**src/rtl/frac_clk_div_pkg.sv**
```systemverilog
// rtl/frac_clk_div_pkg.sv - shared widths, default ratio, ratio struct and legality check
package frac_clk_div_pkg;

    localparam int DEF_INT_W     = 8;
    localparam int DEF_FRAC_W    = 8;
    localparam int DEF_RATIO_INT = 8;
    localparam int DEF_RATIO_NUM = 7;
    localparam int DEF_RATIO_DEN = 10;

    typedef struct packed {
        logic [DEF_INT_W-1:0]  int_div;
        logic [DEF_FRAC_W-1:0] num;
        logic [DEF_FRAC_W-1:0] den;
    } ratio_t;

    // Below N=2 there is no room for a high and a low phase in one period.
    function automatic logic ratio_legal(ratio_t r);
        return (r.int_div >= DEF_INT_W'(2)) && (r.den != '0) && (r.num < r.den);
    endfunction

endpackage

```
**src/rtl/frac_clk_div_if.sv**
```systemverilog
// rtl/frac_clk_div_if.sv - configuration valid/ready port of the fractional divider
interface frac_clk_div_if
    import frac_clk_div_pkg::*;
#(
    parameter int INT_W  = DEF_INT_W,
    parameter int FRAC_W = DEF_FRAC_W
);
    logic              cfg_valid;
    logic              cfg_ready;
    logic [INT_W-1:0]  cfg_int;
    logic [FRAC_W-1:0] cfg_num;
    logic [FRAC_W-1:0] cfg_den;
    logic              cfg_err;

    modport master (
        output cfg_valid, cfg_int, cfg_num, cfg_den,
        input  cfg_ready, cfg_err
    );

    modport slave (
        input  cfg_valid, cfg_int, cfg_num, cfg_den,
        output cfg_ready, cfg_err
    );
endinterface

```
**src/rtl/frac_phase_acc.sv**
```systemverilog
// rtl/frac_phase_acc.sv - first-order phase accumulator choosing N or N+1 per period
module frac_phase_acc
    import frac_clk_div_pkg::*;
#(
    parameter int FRAC_W = DEF_FRAC_W
) (
    input  logic              clk,
    input  logic              rst_n,
    input  logic              clear,
    input  logic              step,
    input  logic [FRAC_W-1:0] num,
    input  logic [FRAC_W-1:0] den,
    output logic              long_period
);

    logic [FRAC_W:0] acc_q;
    logic [FRAC_W:0] acc_d;
    logic [FRAC_W:0] base;
    logic [FRAC_W:0] sum;

    // A clear coinciding with a step starts the new ratio from zero phase.
    always_comb begin
        base        = clear ? '0 : acc_q;
        sum         = base + {1'b0, num};
        long_period = (sum >= {1'b0, den});
        acc_d       = acc_q;
        if (step) begin
            acc_d = long_period ? (sum - {1'b0, den}) : sum;
        end else if (clear) begin
            acc_d = '0;
        end
    end

    always_ff @(posedge clk or negedge rst_n) begin
        if (!rst_n) begin
            acc_q <= '0;
        end else begin
            acc_q <= acc_d;
        end
    end

endmodule

```
**src/rtl/frac_clk_div.sv**
```systemverilog
// rtl/frac_clk_div.sv - fractional clock divider N+num/den; FRAC_CLK_DIV_TICK_EN adds the tick output
module frac_clk_div
    import frac_clk_div_pkg::*;
#(
    parameter int INT_W   = DEF_INT_W,
    parameter int FRAC_W  = DEF_FRAC_W,
    parameter int DEF_INT = DEF_RATIO_INT,
    parameter int DEF_NUM = DEF_RATIO_NUM,
    parameter int DEF_DEN = DEF_RATIO_DEN
) (
    input  logic                 clk,
    input  logic                 rst_n,
    input  logic                 en,
    frac_clk_div_if.slave        cfg,
    output logic                 clk_out
`ifdef FRAC_CLK_DIV_TICK_EN
    ,
    output logic                 tick
`endif
);

    localparam ratio_t RESET_RATIO = '{
        int_div: INT_W'(DEF_INT),
        num:     FRAC_W'(DEF_NUM),
        den:     FRAC_W'(DEF_DEN)
    };

    ratio_t         active_q, active_d;
    ratio_t         shadow_q, shadow_d;
    logic           shad_full_q, shad_full_d;
    logic           cfg_err_q, cfg_err_d;
    logic           clk_out_q, clk_out_d;
    logic [INT_W:0] cnt_q, cnt_d;
    logic [INT_W:0] per_q, per_d;

    logic           start;
    logic           apply;
    logic           offer;
    logic           long_period;
    ratio_t         eff;
    ratio_t         offered;
    logic [INT_W:0] period_len;
    logic [INT_W:0] phase;
    logic           in_high;

    // cnt_q counts down the cycles left in the period; zero marks the last
    // cycle, where the next period length is decided.
    assign start      = en && (cnt_q == '0);
    assign apply      = shad_full_q && (start || !en);
    assign eff        = apply ? shadow_q : active_q;
    assign offer      = cfg.cfg_valid && !shad_full_q;
    assign offered    = '{int_div: cfg.cfg_int, num: cfg.cfg_num, den: cfg.cfg_den};
    assign period_len = {1'b0, eff.int_div} + (INT_W+1)'(long_period);
    assign phase      = per_q - (INT_W+1)'(1) - cnt_q;
    assign in_high    = (per_q != '0) && (phase < (per_q >> 1));

    frac_phase_acc #(
        .FRAC_W (FRAC_W)
    ) u_phase_acc (
        .clk         (clk),
        .rst_n       (rst_n),
        .clear       (apply || !en),
        .step        (start),
        .num         (eff.num),
        .den         (eff.den),
        .long_period (long_period)
    );

    always_comb begin
        active_d    = active_q;
        shadow_d    = shadow_q;
        shad_full_d = shad_full_q;
        cfg_err_d   = 1'b0;
        cnt_d       = cnt_q;
        per_d       = per_q;

        if (apply) begin
            active_d    = shadow_q;
            shad_full_d = 1'b0;
        end

        if (offer) begin
            if (ratio_legal(offered)) begin
                shadow_d    = offered;
                shad_full_d = 1'b1;
            end else begin
                cfg_err_d = 1'b1;
            end
        end

        if (!en) begin
            cnt_d = '0;
            per_d = '0;
        end else if (start) begin
            per_d = period_len;
            cnt_d = period_len - (INT_W+1)'(1);
        end else begin
            cnt_d = cnt_q - (INT_W+1)'(1);
        end

        clk_out_d = en && in_high;
    end

    always_ff @(posedge clk or negedge rst_n) begin
        if (!rst_n) begin
            active_q    <= RESET_RATIO;
            shadow_q    <= RESET_RATIO;
            shad_full_q <= 1'b0;
            cfg_err_q   <= 1'b0;
            clk_out_q   <= 1'b0;
            cnt_q       <= '0;
            per_q       <= '0;
        end else begin
            active_q    <= active_d;
            shadow_q    <= shadow_d;
            shad_full_q <= shad_full_d;
            cfg_err_q   <= cfg_err_d;
            clk_out_q   <= clk_out_d;
            cnt_q       <= cnt_d;
            per_q       <= per_d;
        end
    end

    assign cfg.cfg_ready = !shad_full_q;
    assign cfg.cfg_err   = cfg_err_q;
    assign clk_out       = clk_out_q;

`ifdef FRAC_CLK_DIV_TICK_EN
    logic tick_q, tick_d;

    assign tick_d = clk_out_d && !clk_out_q;

    always_ff @(posedge clk or negedge rst_n) begin
        if (!rst_n) begin
            tick_q <= 1'b0;
        end else begin
            tick_q <= tick_d;
        end
    end

    assign tick = tick_q;
`endif

endmodule

```
**src/flat_wrapper.sv**
```systemverilog
// flat-port wrapper written by rule: the top's interface ports become plain ports
module frac_clk_div_flat import frac_clk_div_pkg::*;
#(
    parameter int INT_W   = DEF_INT_W,
    parameter int FRAC_W  = DEF_FRAC_W,
    parameter int DEF_INT = DEF_RATIO_INT,
    parameter int DEF_NUM = DEF_RATIO_NUM,
    parameter int DEF_DEN = DEF_RATIO_DEN
)
  (clk, rst_n, en, clk_out, cfg_cfg_valid, cfg_cfg_int, cfg_cfg_num, cfg_cfg_den, cfg_cfg_ready, cfg_cfg_err);
  frac_clk_div_if #(.INT_W(INT_W), .FRAC_W(FRAC_W)) cfg_i ();
  input  logic clk;
  input  logic rst_n;
  input  logic en;
  output logic clk_out;
  input wire logic [$bits(cfg_i.cfg_valid)-1:0] cfg_cfg_valid;
  input wire logic [$bits(cfg_i.cfg_int)-1:0] cfg_cfg_int;
  input wire logic [$bits(cfg_i.cfg_num)-1:0] cfg_cfg_num;
  input wire logic [$bits(cfg_i.cfg_den)-1:0] cfg_cfg_den;
  output wire logic [$bits(cfg_i.cfg_ready)-1:0] cfg_cfg_ready;
  output wire logic [$bits(cfg_i.cfg_err)-1:0] cfg_cfg_err;
  assign cfg_i.cfg_valid = cfg_cfg_valid;
  assign cfg_i.cfg_int = cfg_cfg_int;
  assign cfg_i.cfg_num = cfg_cfg_num;
  assign cfg_i.cfg_den = cfg_cfg_den;
  assign cfg_cfg_ready = cfg_i.cfg_ready;
  assign cfg_cfg_err = cfg_i.cfg_err;
  frac_clk_div #(.INT_W(INT_W), .FRAC_W(FRAC_W), .DEF_INT(DEF_INT), .DEF_NUM(DEF_NUM), .DEF_DEN(DEF_DEN)) u_core (.clk(clk), .rst_n(rst_n), .en(en), .cfg(cfg_i), .clk_out(clk_out));
endmodule
```
**config.mk**
```make
export PLATFORM = sky130hd
export DESIGN_NAME = frac_clk_div_flat
export DESIGN_NICKNAME = d
export VERILOG_FILES = /design/src/rtl/frac_clk_div_pkg.sv /design/src/rtl/frac_clk_div_if.sv /design/src/rtl/frac_phase_acc.sv /design/src/rtl/frac_clk_div.sv /design/src/flat_wrapper.sv
export SDC_FILE = /design/constraint.sdc
export NUM_CORES = 1
export LEC_CHECK = 0
export CAP_MARGIN = 10
export CELL_PAD_IN_SITES_DETAIL_PLACEMENT = 2
export CELL_PAD_IN_SITES_GLOBAL_PLACEMENT = 2
export CORE_MARGIN = 10
export CORE_UTILIZATION = 41
export CTS_CLUSTER_DIAMETER = 120
export CTS_CLUSTER_SIZE = 8
export DETAILED_ROUTE_END_ITERATION = 10
export PLACE_DENSITY_LB_ADDON = 0.1
export SYNTH_ARGS = -nofsm -noshare
export SYNTH_HDL_FRONTEND = slang
export SYNTH_SLANG_ARGS = --single-unit
export TNS_END_PERCENT = 100
```
**constraint.sdc**
```tcl
create_clock -name clk -period 15.5 [get_ports clk]
set_input_delay 3.875 -clock clk [delete_from_list [all_inputs] [get_ports clk]]
set_output_delay 3.875 -clock clk [all_outputs]
set_load 0.1 [all_outputs]
```
==> impl_metrics.py, run 1 <==
metrics = {
    "setup_path": {
        "crit_fanout": 40,
        "cp.arrival_ns": 10.97,
        "r2r-end": "u_core.cnt_q[7]",
        "crit_top_cell": "ha_1",
        "crit_path_top_delay_cell": "clkdlybuf4s50_1",
        "start_kind": "primary input",
        "critPathKind": "in2reg",
        "cp-end-kind": "flop",
        "worstReg2RegStart": "u_core.cnt_q[4]",
        "required_ns": 15.74,
        "max_stage_delay_ns": 0.99,
        "rrSetupSlack_ns": 8.64,
        "reg2reg_depth": 25,
    },
    "synthesis": {
        "yosys.area.top_type": "dfrtp_1",
        "netlist.area_leader.share_pct": 33.17,
        "postSynthAreaPerCell_sq_um": 9.556,
        "synth_xor_area_share_pct": 4.574,
        "synth_most_common_cell": "nand2_1",
        "syn_area_sq_mm": 0.004979,
        "yosys_register_bits": 78,
        "ys_types": 56,
        "yosys_warnings": 0,
        "synth_compound_area_share_pct": 12.54,
        "seq_area_frac_synth_pct": 39.51,
        "synth_top_family_by_area": "simple AND/OR/NAND/NOR gates",
        "synth_enable_flop_cells": 0,
        "synth_commonest_cells": "nand2_1, dfrtp_1, ha_1, inv_1, o21ai_0",
        "synthesis.nets": 593,
        "synthAdderAreaFrac_pct": 11.51,
        "ys.flop_type": "dfrtp_1",
        "synthTopCellsByArea": "dfrtp_1, ha_1, dfstp_2",
        "async_flop_share_pct": 100.0,
        "muxShareOfSynthArea_pct": 9.274,
        "syn_inst": 521,
        "synth-simple-area-share_pct": 18.07,
    },
    "pwr": {
        "clkPwrFrac_pct": 15.9,
        "power_frac_comb_pct": 58.7,
        "vdd_drop_max_uv": 160.9,
        "powerDensity_mw_per_mm2": 257.3,
        "p_leak_nw": 2.680,
        "p_int_mw": 0.8018,
        "switching_share_pct": 45.85,
        "switchingPower_mw": 0.6789,
        "seqPwrFrac_pct": 25.4,
    },
    "die": {
        "die_h_um": 130.2,
        "num_rows": 40,
        "die_area_sq_mm": 0.01695,
        "start_util_pct": 41.62,
        "die_x_um": 130.2,
        "core_area_sq_mm": 0.01196,
        "ios": 31,
    },
    "drt": {
        "drtIter0Drc": 173,
        "postRouteAntennaNets": 0,
        "first_pass_iters": 4,
        "drc": 0,
        "routedWlPerCell_um": 21.99,
        "wirelength_mm": 15.44,
        "vias": 4037,
        "viasPerCell": 5.751,
    },
    "clock_network": {
        "cts_made_buffers": 9,
        "ctsHtreeMaxLevel": 3,
        "clock-sinks": 78,
        "cts_tree": "done",
        "clk_latency_ns": 0.36,
        "clock_path_buffers": 2,
        "cts-root-buf": "clkbuf_16",
        "ctsResizeCount": 0,
        "postCtsSetupRepairBufs": 0,
        "clk_pin_slew_ns": 0.06,
        "ctsHoldBuffers": 0,
    },
    "hold_path": {
        "min_to": "u_core.u_phase_acc.acc_q[7]",
        "hold_start": "u_core.u_phase_acc.acc_q[7]",
        "hold_depth": 2,
        "hold_path.class": "reg2reg",
    },
    "placement": {
        "place_area_sq_mm": 0.005434,
        "gp_congestion": 0.8527,
        "hpwl_mm": 11.54,
        "port_buffers": 30,
        "place_ws_ns": 4.527,
    },
    "finish": {
        "fin_area_sq_mm": 0.005756,
        "syn_to_final_growth_pct": 15.61,
        "fin_nets": 622,
        "antenna_cells": 0,
        "final_layout_size_suffix_gt1_share_pct": 11.17,
    },
    "sta": {
        "skew_ns": 0.008053,
        "slew-limit-headroom_pct": 31.74,
        "slew_viol_final": 0,
        "period_minus_slack_ns": 10.73,
        "max_freq_ghz": 0.09323,
        "finalSetupTns_ns": 0,
        "layout_setup_ws_ns": 4.774,
        "fin_crit_sh_pct": 69.20,
        "worst_pin_slew_ns": 1.024,
        "hold_viol": 0,
        "rsz0062_at_grt": "false",
        "setup_viol": 0,
    },
    "grt": {
        "antenna_found_initial": 0,
        "grt_pass1_vias": 4548,
        "grt-ovfl-total": 0,
        "grt_pass1_wl_mm": 25.35,
        "grt_max_degree": 79,
        "track_usage_pct": 19.47,
    },
    "run": {
        "cap_violations": 0,
    },
    "status": {
        "status": "finished clean",
    },
}
layout by cell type (no fill, tap or decap), types with 3 or more instances in the layout:
| master | n |
|---|---|
| a31oi_1 | 3 |
| or3_1 | 6 |
| nor3_1 | 13 |
| clkbuf_16 | 9 |
| clkdlybuf4s50_1 | 29 |
| mux2i_1 | 18 |
| nor2_1 | 18 |
| fa_1 | 3 |
| a21oi_1 | 19 |
| nand3_1 | 10 |
| xor2_1 | 5 |
| buf_4 | 4 |
| o21a_1 | 5 |
| inv_1 | 41 |
| dfrtp_1 | 66 |
| dfstp_2 | 12 |
| ha_1 | 41 |
| o31ai_1 | 3 |
| nor2b_1 | 9 |
| nand2_1 | 76 |
| a21o_1 | 10 |
| o21ai_0 | 26 |
| nor4_1 | 5 |
| xnor2_1 | 21 |
| mux2_2 | 23 |
| and3_1 | 16 |
| nand2b_1 | 4 |
| nand4_1 | 5 |
| or4_1 | 3 |
| nand3b_1 | 3 |
| a22o_1 | 3 |
| and2_1 | 4 |
worst max-delay path: cells and delay by family:
family | cells | cell delay [ns]
simple gates | 10 | 2.36
buf+inv | 3 | 1.69
compound gates | 8 | 1.68
fa+ha+maj | 4 | 1.14
xor+xnor | 1 | 0.19
how the worst max path moves through the flow:
| stage | start | end | slack [ns] |
|---|---|---|---|
| after floorplan | en | u_core.cnt_q[7] | 6.34 |
| after global placement | en | u_core.cnt_q[7] | 4.96 |
| after detailed placement | en | u_core.cnt_q[7] | 4.53 |
| after CTS | en | u_core.cnt_q[7] | 4.84 |
| after global routing | en | u_core.cnt_q[7] | 4.25 |
| final | en | u_core.cnt_q[7] | 4.77 |
cell type report:
cell class                 instances  area [sq um]
fill                            1281          6206
multi-input combinational        387          2809
sequential                        78          1967
timing repair buffer              33         320.3
clock buffer                      10         229.0
tap                              147         183.9
inverter                          41         153.9
clock inverter                     6         92.59
stage by stage:
stage,util [%],power (mW),cells,hold slack [ns]
after floorplan,-,0.9655,521,0.4423
after global placement,45.43,1.173,686,0.4602
after detailed placement,45.43,1.226,686,0.4699
after CTS,48.12,1.493,702,0.4842
after global routing,48.12,1.606,702,0.5104
final,48.12,1.481,702,0.4802
power by group through the flow:
stage	logic (mW)	clock network, mW	registers, mW
final	0.869	0.235	0.377
after floorplan	0.612	0	0.353
after global placement	0.797	0	0.376
after global routing	0.969	0.247	0.389
after CTS	0.877	0.239	0.377
after detailed placement	0.846	0	0.380
registers in the layout (all words and copies together) (netlist names):
register	flops
u_core.active_q	24
u_core.cfg.cfg_err	1
u_core.clk_out	1
u_core.cnt_q	9
u_core.per_q	9
u_core.shad_full_q	1
u_core.shadow_q	24
u_core.u_phase_acc.acc_q	9
metal layers:
metal  GRT usage (%)  part of all wire [%]  vias up  wire length (um)
met5               0                     0        -                 0
met4           7.011                   1.8        0               276
met3           3.002                   2.5       20               388
met2           35.18                    53       46              8228
met1           22.74                    42     2074              6543
li1                -                     -     1897                 -
cells by family after synthesis:
family | count (synthesis)
adders and majority gates | 44
AOI/OAI and AO/OA | 95
xor gates and xnor gates | 26
and+or+nand+nor | 179
buffers and inverters | 56
muxes | 43
DFF | 78
Power figures use the tool's default switching activity.
==> run 2, diff against run 1 <==
- CORE_UTILIZATION: 41 -> 38
- clock period: 15.5 -> 10.6 ns (I/O delays scaled with it)
==> run 2 against run 1 <==
  * Total power increased by 42%
  * Clock skew decreased by 0.00072 ns
  * Sequential share of layout area decreased by 0.12 points
  * Global-route usage decreased by 2.2 points
  * First-iteration DRC count increased by 12%
  * Non-clock buffer count increased by 1
  * Sequential power increased by 46%
  * Clock-buffer cell count decreased by 1
  * Largest power group unchanged
==> impl_metrics.py, run 2 (synthesis gave the netlist of run 1 again) <==
metrics = {
    "status": {
        "status": "finished clean",
    },
    "pwr": {
        "vdd_drop_max_uv": 172.5,
        "p_leak_nw": 2.682,
        "powerDensity_mw_per_mm2": 363.4,
        "finalPower_mw": 2.099,
    },
    "sta": {
        "layout_setup_ws_ns": 1.538,
        "hold_viol": 0,
        "skew_ns": 0.007335,
        "period_minus_slack_ns": 9.062,
        "worst_pin_slew_ns": 1.011,
        "rsz0062_at_grt": "false",
        "slew_viol_final": 0,
        "finalSetupTns_ns": 0,
        "timing.hold.ws_ns": 0.4863,
        "slew-limit-headroom_pct": 32.58,
        "fin_crit_sh_pct": 85.49,
        "max_freq_ghz": 0.1104,
        "setup_viol": 0,
    },
    "run": {
        "cap_violations": 0,
    },
    "clock_network": {
        "clock-sinks": 78,
        "ctsResizeCount": 0,
        "clk_latency_ns": 0.35,
        "cts-root-buf": "clkbuf_16",
        "clk_pin_slew_ns": 0.06,
        "clock_path_buffers": 2,
        "ctsHoldBuffers": 0,
        "postCtsSetupRepairBufs": 0,
        "cts_made_buffers": 9,
        "cts_tree": "done",
        "ctsHtreeMaxLevel": 3,
    },
    "grt": {
        "grt_pass1_vias": 4664,
        "antenna_found_initial": 0,
        "grt_pass1_wl_mm": 24.92,
        "grt_max_degree": 79,
        "track_usage_pct": 17.25,
        "grt-ovfl-total": 0,
    },
    "finish": {
        "fin_area_sq_mm": 0.005776,
        "fill_cells": 1421,
        "final_cell_mix": "nand2_1, dfrtp_1, inv_1, ha_1, clkdlybuf4s50_1",
        "finalCoreUtilization_pct": 45.40,
        "syn_to_final_growth_pct": 16.01,
        "fin_nets": 623,
        "final_cells": 728,
        "antenna_cells": 0,
        "reg_top3": "u_core.active_q (24), u_core.shadow_q (24)",
        "final_layout_size_suffix_gt1_share_pct": 11.51,
        "final_common_cell": "nand2_1",
    },
    "die": {
        "start_util_pct": 39.13,
        "core_area_sq_mm": 0.01272,
        "die_h_um": 134.5,
        "ios": 31,
        "die_area_sq_mm": 0.01808,
        "num_rows": 41,
        "die_x_um": 134.5,
    },
    "setup_path": {
        "start_kind": "primary input",
        "cp.arrival_ns": 9.30,
        "required_ns": 10.84,
        "crit_top_cell": "ha_1",
        "critPathKind": "in2reg",
        "path_buf_inv": 4,
        "worstReg2RegStart": "u_core.cnt_q[1]",
        "critical_path.startpoint": "en",
        "crit_family": "compound AO/OA/AOI/OAI gates",
        "cp-end-kind": "flop",
        "crit_fanout": 28,
        "rrSetupSlack_ns": 3.93,
        "crit_path_top_delay_cell": "a31oi_4",
        "max_stage_delay_ns": 0.76,
    },
    "drt": {
        "first_pass_iters": 4,
        "drtIter0Drc": 193,
        "routedWlPerCell_um": 20.32,
        "wirelength_mm": 14.79,
        "vias": 3970,
        "viasPerCell": 5.453,
        "postRouteAntennaNets": 0,
        "drc": 0,
    },
    "placement": {
        "port_buffers": 30,
        "hpwl_mm": 11.36,
        "place_ws_ns": 1.142,
        "dp_cells": 712,
        "place_area_sq_mm": 0.005473,
        "gp_congestion": 0.8343,
    },
    "hold_path": {
        "hold_path.class": "reg2reg",
        "hold_start": "u_core.u_phase_acc.acc_q[3]",
    },
}
-- run 2: changes by cell type in the layout (fill, tap and decap cells not counted), sizes merged --
cell | before | now
buf | 4 | 5
clkinvlp | 2 | 1
inv | 43 | 45
clkbuf | 10 | 9
bufinv | 2 | 1
clkinv | 0 | 1
-- run 2: path summary, 6_finish.rpt --
check / cells past startpoint / end
min reg2reg: 2 / u_core.u_phase_acc.acc_q[3]
max in group asynchronous: 1 / u_core.u_phase_acc.acc_q[7]
min: 2 / u_core.u_phase_acc.acc_q[3]
max: 26 / u_core.cnt_q[7]
min in group asynchronous: 1 / u_core.active_q[21]
max reg2reg: 24 / u_core.cnt_q[7]
-- run 2: report_power, final --
part | switching [mW] | total, mW | internal (mW) | leakage (nW)
combinational | 0.700 | 1.22 | 0.523 | 1.57
clock | 0.139 | 0.324 | 0.186 | 0.147
sequential | 0.114 | 0.551 | 0.438 | 0.962
-- run 2: final cells by class --
cell class	instances	area, sq um	area share [%]
Multi-Input combinational cell	387	2809	48.64
Clock inverter	7	77.57	1.343
Sequential cell	78	1967	34.06
Tap cell	172	215.2	3.726
Inverter	41	153.9	2.665
Clock buffer	9	225.2	3.899
Timing Repair Buffer	34	327.8	5.676
-- run 2: tightest hold or removal path, cell delays in order, from the launching register on --
cell and delay, ns:
dfrtp_1 0.35, nand2_1 0.05, o21ai_0 0.06
-- run 2: per-layer routing --
metal	vias to the layer above	global-route usage [%]	part of all wire, %
li1	1886	-	-
met1	2035	20.58	45
met2	35	31.18	52
met3	14	2.448	1.6
met4	0	5.260	1.5
met5	-	0	0
==> run 3, diff against run 2 <==
- PLACE_DENSITY: default -> 0.85
- PLACE_DENSITY_LB_ADDON: 0.1 -> default
- SKIP_CTS_REPAIR_TIMING: default -> 1
==> run 3 against run 2 <==
  * Global-route usage up 1.3 points
  * Cell count unchanged
  * Sequential power up 1%
  * Combinational power up 4%
  * Sequential cell count unchanged
  * Sequential share of layout area down 0.15 points
  * Total power up 3.0%
  * Worst setup slack worse by 0.028 ns
  * Cell area up 0.43%
  * Critical path type unchanged
==> impl_metrics.py, run 3 (synthesis gave the netlist of run 1 again) <==
metrics = {
    "setup_path": {
        "critPathKind": "in2reg",
        "crit_fanout": 28,
        "cp-end-kind": "flop",
        "crit_family": "simple AND/OR/NAND/NOR gates",
        "crit_path_top_delay_cell": "o311ai_0",
        "start_kind": "primary input",
        "cp.arrival_ns": 9.33,
        "path_buf_inv": 4,
        "rrSetupSlack_ns": 3.61,
        "worstReg2RegStart": "u_core.cnt_q[4]",
        "reg2reg_depth": 25,
        "r2r-end": "u_core.cnt_q[7]",
        "required_ns": 10.84,
        "crit_top_cell": "ha_1",
        "max_stage_delay_ns": 0.60,
    },
    "finish": {
        "reg_top3": "u_core.active_q (24), u_core.shadow_q (24)",
        "final_cell_mix": "nand2_1, dfrtp_1, inv_1, ha_1, clkdlybuf4s50_1",
        "fin_area_sq_mm": 0.005801,
        "syn_to_final_growth_pct": 16.51,
        "final_common_cell": "nand2_1",
        "final_cells": 728,
        "final_layout_size_suffix_gt1_share_pct": 11.51,
        "fin_nets": 623,
        "antenna_cells": 0,
    },
    "drt": {
        "first_pass_iters": 4,
        "routedWlPerCell_um": 22.69,
        "vias": 4129,
        "drtIter0Drc": 266,
        "viasPerCell": 5.672,
        "postRouteAntennaNets": 0,
        "wirelength_mm": 16.52,
        "drc": 0,
    },
    "die": {
        "die_h_um": 134.5,
        "core_area_sq_mm": 0.01272,
        "die_x_um": 134.5,
        "ios": 31,
        "num_rows": 41,
        "start_util_pct": 39.13,
        "die_area_sq_mm": 0.01808,
    },
    "placement": {
        "dp_cells": 711,
        "port_buffers": 30,
        "gp_congestion": 0.8059,
        "place_area_sq_mm": 0.005465,
        "hpwl_mm": 11.44,
    },
    "grt": {
        "grt-ovfl-total": 0,
        "grt_max_degree": 79,
        "grt_pass1_vias": 4767,
        "grt_pass1_wl_mm": 26.61,
        "antenna_found_initial": 0,
        "track_usage_pct": 18.55,
    },
    "pwr": {
        "p_leak_nw": 2.694,
        "powerDensity_mw_per_mm2": 372.7,
        "vdd_drop_max_uv": 189.5,
    },
    "hold_path": {
        "min_to": "u_core.active_q[10]",
        "hold_start": "u_core.active_q[10]",
        "hold_depth": 2,
        "hold_path.class": "reg2reg",
    },
    "sta": {
        "hold_viol": 0,
        "worst_pin_slew_ns": 1.036,
        "slew_viol_final": 0,
        "finalSetupTns_ns": 0,
        "period_minus_slack_ns": 9.090,
        "max_freq_ghz": 0.1100,
        "fin_crit_sh_pct": 85.75,
        "setup_viol": 0,
        "skew_ns": 0.01052,
        "slew-limit-headroom_pct": 30.93,
        "timing.hold.ws_ns": 0.4893,
        "rsz0062_at_grt": "false",
    },
    "clock_network": {
        "clock-sinks": 78,
        "clk_latency_ns": 0.35,
        "cts-root-buf": "clkbuf_16",
        "clk_pin_slew_ns": 0.07,
        "clock_path_buffers": 2,
        "cts_made_buffers": 9,
        "ctsHtreeMaxLevel": 3,
        "cts_tree": "done",
    },
    "status": {
        "status": "finished clean",
    },
    "run": {
        "cap_violations": 0,
    },
}
==> run 3: cell types whose count changed in the layout (fill, tap and decap cells not counted), sizes merged <==
cell and change:
clkinv -1, clkinvlp -1, inv +2
==> run 3: stage by stage <==
stage | util [%] | power [mW] | setup slack [ns]
6_report | 45.59 | 2.162 | 1.510
5_1_grt | 45.59 | 2.331 | 1.023
4_1_cts | 45.38 | 2.166 | 1.519
3_5_place_dp | 42.96 | 1.786 | 1.484
3_3_place_gp | 42.96 | 1.694 | 1.860
2_1_floorplan | - | 1.412 | 2.663
==> run 3: tightest hold or removal path, stage by stage, from the launching register on <==
cell,delay (ns)
dfstp_2,0.36
nand2_1,0.04
nand2_1,0.07
==> run 3: area by class of cell <==
class                           count  area (sq um)
Fill cell                        1390          6922
Multi-Input combinational cell    387          2809
Sequential cell                    78          1967
Timing Repair Buffer               34         347.8
Clock buffer                        9         225.2
Tap cell                          172         215.2
Inverter                           41         153.9
Clock inverter                      7         82.58
==> run 3: power by group <==
group          leakage, nW  internal (mW)  switching (mW)
sequential           0.962          0.438           0.120
clock                0.152          0.188           0.145
combinational         1.58          0.530           0.741
==> run 3: how the worst max path moves through the flow <==
stage | startpoint | end | slack (ns) | depth (start not counted)
finish | en | u_core.cnt_q[7] | 1.51 | 25
global route | en | u_core.cnt_q[7] | 1.02 | 27
CTS | en | u_core.cnt_q[7] | 1.52 | 27
detailed placement | en | u_core.cnt_q[7] | 1.48 | 27
global placement | en | u_core.cnt_q[7] | 1.86 | 27
floorplan | en | u_core.cnt_q[7] | 2.66 | 25
==> run 3: layer usage <==
| layer | track usage [%] | routed length [um] |
|---|---|---|
| met5 | 0 | 0 |
| met4 | 7.437 | 523 |
| met3 | 2.856 | 399 |
| met2 | 34.93 | 8957 |
| met1 | 20.19 | 6639 |
